File: src/rtl/sudoku_board_reader.sv
// Streams a stored NxN board out row-major as {sof, eol, 2'b00, value} bytes over valid/ready.
// Latency: one cycle from address to beat; backpressure holds the beat and the address stable.
module sudoku_board_reader #(
    parameter int N       = 9,
    parameter int VAL_W   = 4,
    parameter int MAX_VAL = 9
) (
    input  logic             clk,
    input  logic             rst_n,
    input  logic             start,
    output logic [3:0]       rd_row,
    output logic [3:0]       rd_col,
    input  logic [VAL_W-1:0] rd_data,
    output logic [7:0]       out_data,
    output logic             out_valid,
    input  logic             out_ready,
    output logic             busy,
    output logic             done,
    output logic             err
);

    typedef enum logic [1:0] {
        S_IDLE,
        S_STREAM,
        S_DRAIN
    } state_t;

    localparam logic [3:0] LAST = 4'(N - 1);

    state_t     state_q, state_d;
    logic [3:0] row_q, row_d;
    logic [3:0] col_q, col_d;
    logic [7:0] dat_q, dat_d;
    logic       vld_q, vld_d;
    logic       busy_q, busy_d;
    logic       done_q, done_d;
    logic       err_q, err_d;

    logic       load;
    logic       bad;
    logic [3:0] val;

    always_comb begin
        load = !vld_q || out_ready;
        bad  = (32'(rd_data) > 32'(MAX_VAL));
        val  = bad ? 4'hF : rd_data[3:0];
    end

    always_comb begin
        state_d = state_q;
        row_d   = row_q;
        col_d   = col_q;
        dat_d   = dat_q;
        vld_d   = vld_q;
        busy_d  = busy_q;
        done_d  = 1'b0;
        err_d   = err_q;
        unique case (state_q)
            S_IDLE: begin
                // the done cycle still counts as busy for start purposes
                if (start && !done_q) begin
                    state_d = S_STREAM;
                    busy_d  = 1'b1;
                    err_d   = 1'b0;
                    row_d   = 4'd0;
                    col_d   = 4'd0;
                end
            end
            S_STREAM: begin
                if (load) begin
                    dat_d = {(row_q == 4'd0) && (col_q == 4'd0), col_q == LAST, 2'b00, val};
                    vld_d = 1'b1;
                    if (bad) err_d = 1'b1;
                    if (col_q == LAST) begin
                        if (row_q == LAST) begin
                            state_d = S_DRAIN;
                        end else begin
                            col_d = 4'd0;
                            row_d = row_q + 4'd1;
                        end
                    end else begin
                        col_d = col_q + 4'd1;
                    end
                end
            end
            S_DRAIN: begin
                if (out_ready) begin
                    vld_d   = 1'b0;
                    busy_d  = 1'b0;
                    done_d  = 1'b1;
                    state_d = S_IDLE;
                end
            end
            default: state_d = S_IDLE;
        endcase
    end

    always_ff @(posedge clk or negedge rst_n) begin
        if (!rst_n) begin
            state_q <= S_IDLE;
            row_q   <= 4'd0;
            col_q   <= 4'd0;
            dat_q   <= 8'd0;
            vld_q   <= 1'b0;
            busy_q  <= 1'b0;
            done_q  <= 1'b0;
            err_q   <= 1'b0;
        end else begin
            state_q <= state_d;
            row_q   <= row_d;
            col_q   <= col_d;
            dat_q   <= dat_d;
            vld_q   <= vld_d;
            busy_q  <= busy_d;
            done_q  <= done_d;
            err_q   <= err_d;
        end
    end

    assign rd_row    = row_q;
    assign rd_col    = col_q;
    assign out_data  = dat_q;
    assign out_valid = vld_q;
    assign busy      = busy_q;
    assign done      = done_q;
    assign err       = err_q;

endmodule

File: config.mk
export PLATFORM = sky130hd
export DESIGN_NAME = sudoku_board_reader
export DESIGN_NICKNAME = d
export VERILOG_FILES = /design/src/rtl/sudoku_board_reader.sv
export SDC_FILE = /design/constraint.sdc
export NUM_CORES = 1
export LEC_CHECK = 0
export CORE_ASPECT_RATIO = 1.5
export CORE_MARGIN = 8
export CORE_UTILIZATION = 43
export DETAILED_ROUTE_END_ITERATION = 10
export PLACE_DENSITY = 0.72
export REMOVE_ABC_BUFFERS = 1
export SYNTH_ARGS = -nofsm -noshare
export SYNTH_HDL_FRONTEND = slang
export SYNTH_SLANG_ARGS = --single-unit
File: constraint.sdc
create_clock -name clk -period 1.4 [get_ports clk]
set_input_delay 0.21 -clock clk [delete_from_list [all_inputs] [get_ports clk]]
set_output_delay 0.21 -clock clk [all_outputs]
set_load 0.1 [all_outputs]
After elaboration in Yosys (flattened, before gate mapping) --
Index checks and enable logic that the tools add are counted.
Word-level totals: input port bits 8, register bits after elaboration 20, logic and storage cells 68
Operators by class: muxes and demuxes 27, add/subtract/negate cells 2, reductions and logical operators 18, $lt $le $gt $ge 1, equal/unequal tests 12
Operators with widths (count):
- two-way mux 4 bit | 8
- case mux 4 bit (2 select lines) | 2
- != test 2 bit, second input constant | 7
- two-way mux 2 bit | 5
- AND reduction 5 bit | 2
- adder 4 x 1 -> 4 bit, second input constant | 2
- equality test 4 bit, second input constant | 2
- logical NOT 4 bit | 2
- two-way mux 1 bit | 8
- AND reduction 4 bit | 2
- case mux 1 bit (2 select lines) | 3
- case mux 2 bit (3 select lines) | 1
- AND reduction 3 bit | 2
- nonzero test 2 bit | 3
- greater-than comparator 4 bit, second input constant | 1
- != test 3 bit, second input constant | 1
- equality test 2 x 1 -> 1 bit, second input constant | 1
- equality test 2 bit, second input constant | 1
- logical AND 1 bit | 2
- logical NOT 1 bit | 2
- logical NOT 2 bit | 1
- AND reduction 2 bit | 1
- logical OR 1 bit | 1

Longest topological paths before layout --
Gate-level depths: netlist of run 1.
depth after elaboration 5, depth in mapped cells 6, gate-level depth less buffers 6

Least setup slack after synthesis of run 1 --
No wires, ideal clock.
path kind reg2reg, from reg col_q[0] (netlist: rd_col[0]), to reg row_q[2] (netlist: rd_row[2]), stages on the path, launching flop included 7, data arrival time 2.029 ns, clock period less this slack 2.100 ns, library setup time 0.070 ns, setup slack -0.700 ns, data required time 1.330 ns, path through dfrtp_1 -> inv_1 -> ha_1 -> and3b_1 -> a41oi_1 -> o21ai_0 -> nand2_1
Between the ends: word-level cells in the longest chain between the ends 3
RTL lines:
- from (decl) | line 32 | logic [3:0] col_q, col_d;
- from (signal assigned) | line 111 | col_q <= col_d;
- equality test 4 bit | line 74 | if (col_q == LAST) begin
- != test 2 bit (no source line)
- AND reduction 5 bit (no source line)
- to (signal assigned) | line 110 | row_q <= row_d;
- to (decl) | line 31 | logic [3:0] row_q, row_d;
Every way passes these cells. A chain may end at the register's enable or synchronous reset.

Worst setup path after layout of run 1 --
from reg row_q[0] (netlist: rd_row[0]), to reg row_q[2] (netlist: rd_row[2])
Between the ends: word-level cells in the longest chain between the ends 5, elaborated cells between the ends (all ways) 8, those cells by class add/sub: 1; eq/ne: 2; mux: 4; reduce/logical: 1
RTL lines:
- adder 4 x 1 -> 4 bit | line 79 | row_d = row_q + 4'd1;
- two-way mux 4 bit | line 75 | if (row_q == LAST) begin
- two-way mux 4 bit | line 74
- two-way mux 4 bit | line 70 | if (load) begin
- case mux 4 bit (2 select lines) | line 58 | unique case (state_q)
Parallel ways exist; a longest one is shown, timed or not. The select of a mux whose other input is x is not followed.

==> results of run 1 <==
routing by layer:
metal / vias up / track usage / share of wire / routed length, um
li1: 471 / - / - / -
met1: 486 / 0.1233 / 0.36 / 1061
met2: 19 / 0.2401 / 0.58 / 1743
met3: 10 / 0.02306 / 0.034 / 100
met4: 0 / 0.05797 / 0.025 / 76
met5: - / 0 / 0 / 0
flip-flops by register name (all words and copies together), names as in the netlist:
name / flops
state_q: 2
busy: 1
out_data: 6
rd_col: 4
rd_row: 4
err: 1
done: 1
out_valid: 1
worst reg2reg max path, delay by kind of cell, from the launching register on:
family	cells	cell delay, ns
flops	1	0.39
buf+inv	1	0.06
fa+ha+maj	1	0.16
simple gates	4	0.84
cell usage in the layout (no fill, tap or decap), types with 3 or more instances in the layout:
cell,instances
nor2_1,3
clkbuf_4,3
nand3_1,4
o21ai_0,3
buf_12,19
a21oi_1,4
nand3b_1,3
nand2_1,20
inv_2,4
dfrtp_1,18
clkdlybuf4s50_1,7
buf_4,26
metrics by stage:
stage / setup slack (ns) / area [sq um] / utilization / setup TNS [ns] / total power [mW]
after detailed placement: -0.2863 / 1665 / 0.6954 / -2.418 / 3.170
after CTS: -0.03582 / 1789 / 0.7471 / -0.08320 / 3.767
after global placement: -0.2395 / 1665 / 0.6954 / -1.832 / 3.135
after global routing: -0.1868 / 1856 / 0.7748 / -0.6249 / 3.987
final: -0.09146 / 1856 / 0.7748 / -0.1225 / 3.853
after floorplan: -0.6996 / 1042 / - / -7.349 / 2.188
power groups by stage:
stage | Clock, mW | Combinational, mW | Sequential, mW
floorplan | 0 | 0.481 | 1.71
global placement | 0 | 2.28 | 0.853
detailed placement | 0 | 2.30 | 0.865
CTS | 0.493 | 2.41 | 0.862
global route | 0.509 | 2.59 | 0.885
finish | 0.489 | 2.50 | 0.867
cells by family (layout without fill, tap and decap cells):
kind of cell,after synthesis,in the layout,synth area share
buffers and inverters,10,63,0.05028
XOR/XNOR,1,1,0.008189
AO/OA/AOI/OAI,21,21,0.1450
other,1,2,0.003505
flip-flops,20,20,0.4678
adder cells (fa/ha/maj),4,4,0.04679
AND/OR/NAND/NOR,47,47,0.2784
repair_timing:
action | 4_1_cts | 5_1_grt
setup endpoints to repair | 8 | 14
gates resized for setup | 10 | 11
pin swaps | 6 | 9
buffers inserted | 4 | 5
final cells by class:
cell class | count | area (sq um)
Tap cell | 24 | 30.03
Inverter | 6 | 22.52
Multi-Input combinational cell | 75 | 590.6
Timing Repair Buffer | 53 | 656.9
Clock buffer | 3 | 22.52
Clock inverter | 1 | 30.03
Fill cell | 139 | 539.3
Sequential cell | 20 | 503.0
final timing paths:
check | from | to | slack (ns) | cells after the start
setup reg to reg | rd_row[0] | rd_row[2] | -0.09 | 6
hold reg to reg | out_data[1] | out_data[1] | 0.55 | 2
max in group asynchronous | rst_n | state_q[0] | 0.93 | 2
setup / recovery | rd_row[0] | rd_row[2] | -0.09 | 6
min in group clk | rd_data[0] | out_data[0] | 0.51 | 3
hold / removal | rst_n | rd_col[2] | 0.23 | 2
==> qor.csv, run 1 <==
stage,metric,value,unit
placement,Placed Cells,170,
clock_network,H-tree depth,1,
routing,drt first pass iters,4,
yosys,Synth Flop Type,dfrtp_1,
yosys,Mapped Cells,104,
worst_setup_path,Crit path largest cell delay,0.39,ns
routing,DRC viols,0,
pwr,combinational power share,0.648,
yosys,number of synthesized flops with an enable pin,0,
timing,RSZ-0062 raised after global routing,true,
routing,final WL,2981,um
timing,Max Fclk,670.5,MHz
timing,final worst path period share,1.065,
yosys,Syn. warnings,0,
global_routing,vias in the first global route,932,
finish,Area Overhead vs Synth,73.45,%
floorplanning,Starting Density,0.4467,
floorplanning,Core Rows,22,
worst_setup_path,Max Fanout on Critical Path,4,
worst_setup_path,"Slowest-stage cell, CP",dfrtp_1,
clock_network,TritonCTS Buffers,3,
worst_setup_path,startpoint types,flop,
run,max_cap viols,0,
timing,final worst clock skew,0.003703,ns
pwr,Sw Pwr,1.836,mW
yosys,Commonest cells post-synth,"nand2_1, dfrtp_1, inv_1",
hold_path,Hold WC Path Type,in -> async,
floorplanning,Die Wd,56.73,um
global_routing,total track usage,0.1262,
yosys,Synth Area per Inst,10.29,sq um
worst_setup_path,CP arrival,1.76,ns
pwr,PD cells,2077,nW/um^2
yosys,Seq cells post-synth,20,
pwr,internal power,2.018,mW
global_routing,Congestion Overflow GR,0,
yosys,leading area contributor after synthesis,dfrtp_1,
routing,Initial DRC Count,45,
yosys,top cell type's share of synthesized area,0.4678,
timing,Tmin final,1.491,ns
finish,ANT cells,0,
clock_network,hold_buf cts,0,
timing,worst hold slack,0.2325,ns
timing,final setup fails,3,
floorplanning,IO Count,28,
placement,Placer Congestion,0.8267,
global_routing,largest net degree at the start of global routing,21,
floorplanning,CORE AREA,2395,sq um
worst_setup_path,CP Class,reg -> reg,
pwr,Leak Pwr,0.8417,nW
routing,Via density,5.418,
routing,routed length per instance,16.38,um
clock_network,CTS tree,built,
clock_network,TritonCTS Sinks,20,
yosys,Yosys cell types,37,
worst_setup_path,Setup crit end kind,flop,
routing,ANT nets after route,0,
pwr,sequential share of power,0.225,
outcome,failing checks,setup timing,
clock_network,Clock transition at path regs,0.12,ns
worst_setup_path,worst path bufs/invs,1,
finish,Final Net Count,171,
yosys,Area contributors post-synth,"dfrtp_1, nand2_1, ha_1",
placement,port bufs,25,
outcome,status,finished with violations,
pwr,Clock power frac,0.127,
timing,PnR worst setup slack,-0.09146,ns
yosys,"Async S/R FF share, synth",1.000,
clock_network,CTS max path bufs,2,
yosys,post-synthesis sequential area ratio,0.4678,
placement,post-DP HPWL,2087,um
routing,total number of vias,986,
clock_network,clk_lat worst skew,0.32,ns
pwr,VDD IR max,1.201,mV
finish,layout cells sized above 1,0.4494,
worst_setup_path,Worst Path Required,1.67,ns
global_routing,initial antenna violation count,0,
clock_network,clock root cell,clkbuf_4,
floorplanning,DIE HEIGHT,77.09,um
yosys,synthesized cell area,1070,sq um
pwr,Sw Ratio,0.4764,
finish,fin cells,182,
worst_setup_path,worst-path cell chain,"inv_2, ha_4, and3b_2, nor4_4, nand4b_1, nand2_1",
yosys,most frequent cell after synthesis,nand2_1,
timing,Hold Fails Final Rpt,0,
floorplanning,Die ar.,4373,sq um
global_routing,global-route wire length before repair,4485,um
timing,"Slew Viols, Final",0,
worst_setup_path,CP top delay family,simple AND/OR/NAND/NOR gates,
Note: power is estimated with default switching activity, not from simulation.
==> inputs of run 2 (changes only) <==
Settings changed: CORE_UTILIZATION 43 to 25, GPL_ROUTABILITY_DRIVEN from default to 1, PLACE_DENSITY 0.72 to 0.45.
==> run 2 against run 1 <==
Net effect:
- the run still ends with setup timing left
- sequential power decreased by 0.7%
- register-to-register slack improved by 0.05 ns
- final cell count up 15%
- via count down 0.71%
- count of clock-buffer cells in the layout is the same
- critical path type unchanged
==> qor.csv, run 2 (synthesis gave the netlist of run 1 again) <==
stage,metric,value,unit
worst_setup_path,FF-to-FF Start,rd_row[0],
worst_setup_path,"Slowest-stage cell, CP",dfrtp_1,
finish,Sequential Area,500.5,sq um
finish,Area Overhead vs Synth,82.11,%
worst_setup_path,Worst Path Required,1.60,ns
timing,Tmin final,1.440,ns
timing,final setup fails,1,
routing,Via density,4.684,
global_routing,total track usage,0.08649,
routing,DRC viols,0,
finish,area taken by multi-input logic gates,618.1,sq um
placement,Placer Congestion,0.8300,
clock_network,TritonCTS Sinks,20,
finish,"Core Util, Final",0.4669,
outcome,failing checks,setup timing,
finish,max reg flops,6,
hold_path,Hold WC Path Type,in -> async,
routing,final WL,2863,um
global_routing,Congestion Overflow GR,0,
global_routing,GR Util met1,0.08654,
worst_setup_path,Worst Setup SP,rd_row[0],
clock_network,CTS max path bufs,2,
global_routing,largest net degree at the start of global routing,21,
floorplanning,CORE AREA,4173,sq um
timing,Hold Fails Final Rpt,0,
worst_setup_path,Crit path largest cell delay,0.40,ns
finish,ANT cells,0,
finish,fin cells,209,
clock_network,CTS tree,built,
routing,routed length per instance,13.70,um
pwr,Leak Pwr,0.8748,nW
placement,Placed Area,1748,sq um
timing,worst hold slack,0.2698,ns
routing,ANT nets after route,0,
global_routing,M2 GR Usage,0.1581,
timing,"Slew Viols, Final",0,
worst_setup_path,Setup crit end kind,flop,
clock_network,TritonCTS Buffers,3,
clock_network,hold_buf cts,0,
worst_setup_path,Max Fanout on Critical Path,4,
routing,total number of vias,979,
outcome,status,finished with violations,
worst_setup_path,worst-path cell chain,"inv_2, ha_4, nand4bb_4, o32ai_4, buf_4, o2bb2ai_2",
timing,Setup TNS,-0.03964,ns
placement,Placement Setup Slack,-0.2504,ns
finish,layout cells sized above 1,0.4724,
timing,Max Fclk,694.6,MHz
clock_network,clk_lat worst skew,0.27,ns
worst_setup_path,CP arrival,1.64,ns
timing,RSZ-0062 raised after global routing,true,
worst_setup_path,startpoint types,flop,
finish,"most common cell after layout, fill and taps aside",buf_4,
routing,drt first pass iters,4,
floorplanning,Starting Density,0.2564,
global_routing,initial antenna violation count,0,
global_routing,vias in the first global route,1000,
worst_setup_path,"setup slack, reg-to-reg",-0.04,ns
clock_network,Clock transition at path regs,0.08,ns
global_routing,most used routing layer,met2,
placement,post-DP HPWL,2220,um
clock_network,clock root cell,clkbuf_8,
pwr,VDD IR max,1.308,mV
floorplanning,IO Count,28,
timing,final worst clock skew,0.002515,ns
timing,final worst path period share,1.028,
timing,PnR worst setup slack,-0.03964,ns
routing,Initial DRC Count,14,
worst_setup_path,CP Class,reg -> reg,
global_routing,GR Layer Usage met3,0.01342,
finish,design area,1948,sq um
worst_setup_path,cell count of the worst reg-to-reg path,6,
finish,"commonest cells after routing, fill and taps aside","buf_4, nand2_1, dfrtp_1",
clock_network,H-tree depth,1,
run,max_cap viols,0,
placement,Placed Cells,201,
global_routing,global-route wire length before repair,4692,um
worst_setup_path,worst r2r dst,rd_col[3],
pwr,total power,4.000,mW
finish,fill cell count,377,
floorplanning,DIE HEIGHT,96.12,um
pwr,PD cells,2053,nW/um^2
floorplanning,Die ar.,6671,sq um
floorplanning,Die Wd,69.41,um
placement,port bufs,25,
floorplanning,Core Rows,29,
finish,Final Net Count,176,
[run 2: cell count changes in the layout (fill, tap and decap cells not counted), moves of 2 or more]
cell / change
clkbuf_4: -3
dfrtp_2: -2
clkbuf_8: +3
buf_4: +7
dfrtp_1: +2
[run 2: how the worst max path moves through the flow]
stage | end | cells past startpoint
final | rd_col[3] | 6
after detailed placement | rd_col[2] | 5
after global placement | rd_row[2] | 5
after CTS | rd_row[2] | 6
after global routing | rd_col[3] | 6
after floorplan | rd_row[2] | 6
[run 2: cell type report]
type	count	area share
clock inverters	1	0.01541
inverters	6	0.01156
repair buffers	58	0.3481
multi-input cells	75	0.3173
well taps	46	0.02954
flip-flops and latches	20	0.2569
clock buffers	3	0.02119
[run 2: worst max-delay path, delay by kind of cell, from the launching register on]
family	cells	cell delay (ns)
AO/OA/AOI/OAI	2	0.43
adder cells (fa/ha/maj)	1	0.16
buffers and inverters	2	0.25
flip-flops	1	0.40
AND/OR/NAND/NOR	1	0.13
[run 2: timing repair]
action                     4_1_cts  5_1_grt
pin swaps                        6        8
buffers inserted                 3        1
setup endpoints to repair        8       10
gates resized for setup         16        5
[run 2: where the power goes]
part	switching (mW)	internal, mW	leakage [nW]
logic	1.48	1.06	0.598
registers	0.150	0.711	0.241
clock network	0.214	0.382	0.0357
total	1.85	2.15	0.875
[run 2: routing by layer]
layer  vias to the layer above  wire length [um]
met3                         9                81
li1                        481                 -
met1                       472              1038
met2                        17              1622
met4                         0               120
met5                         -                 0
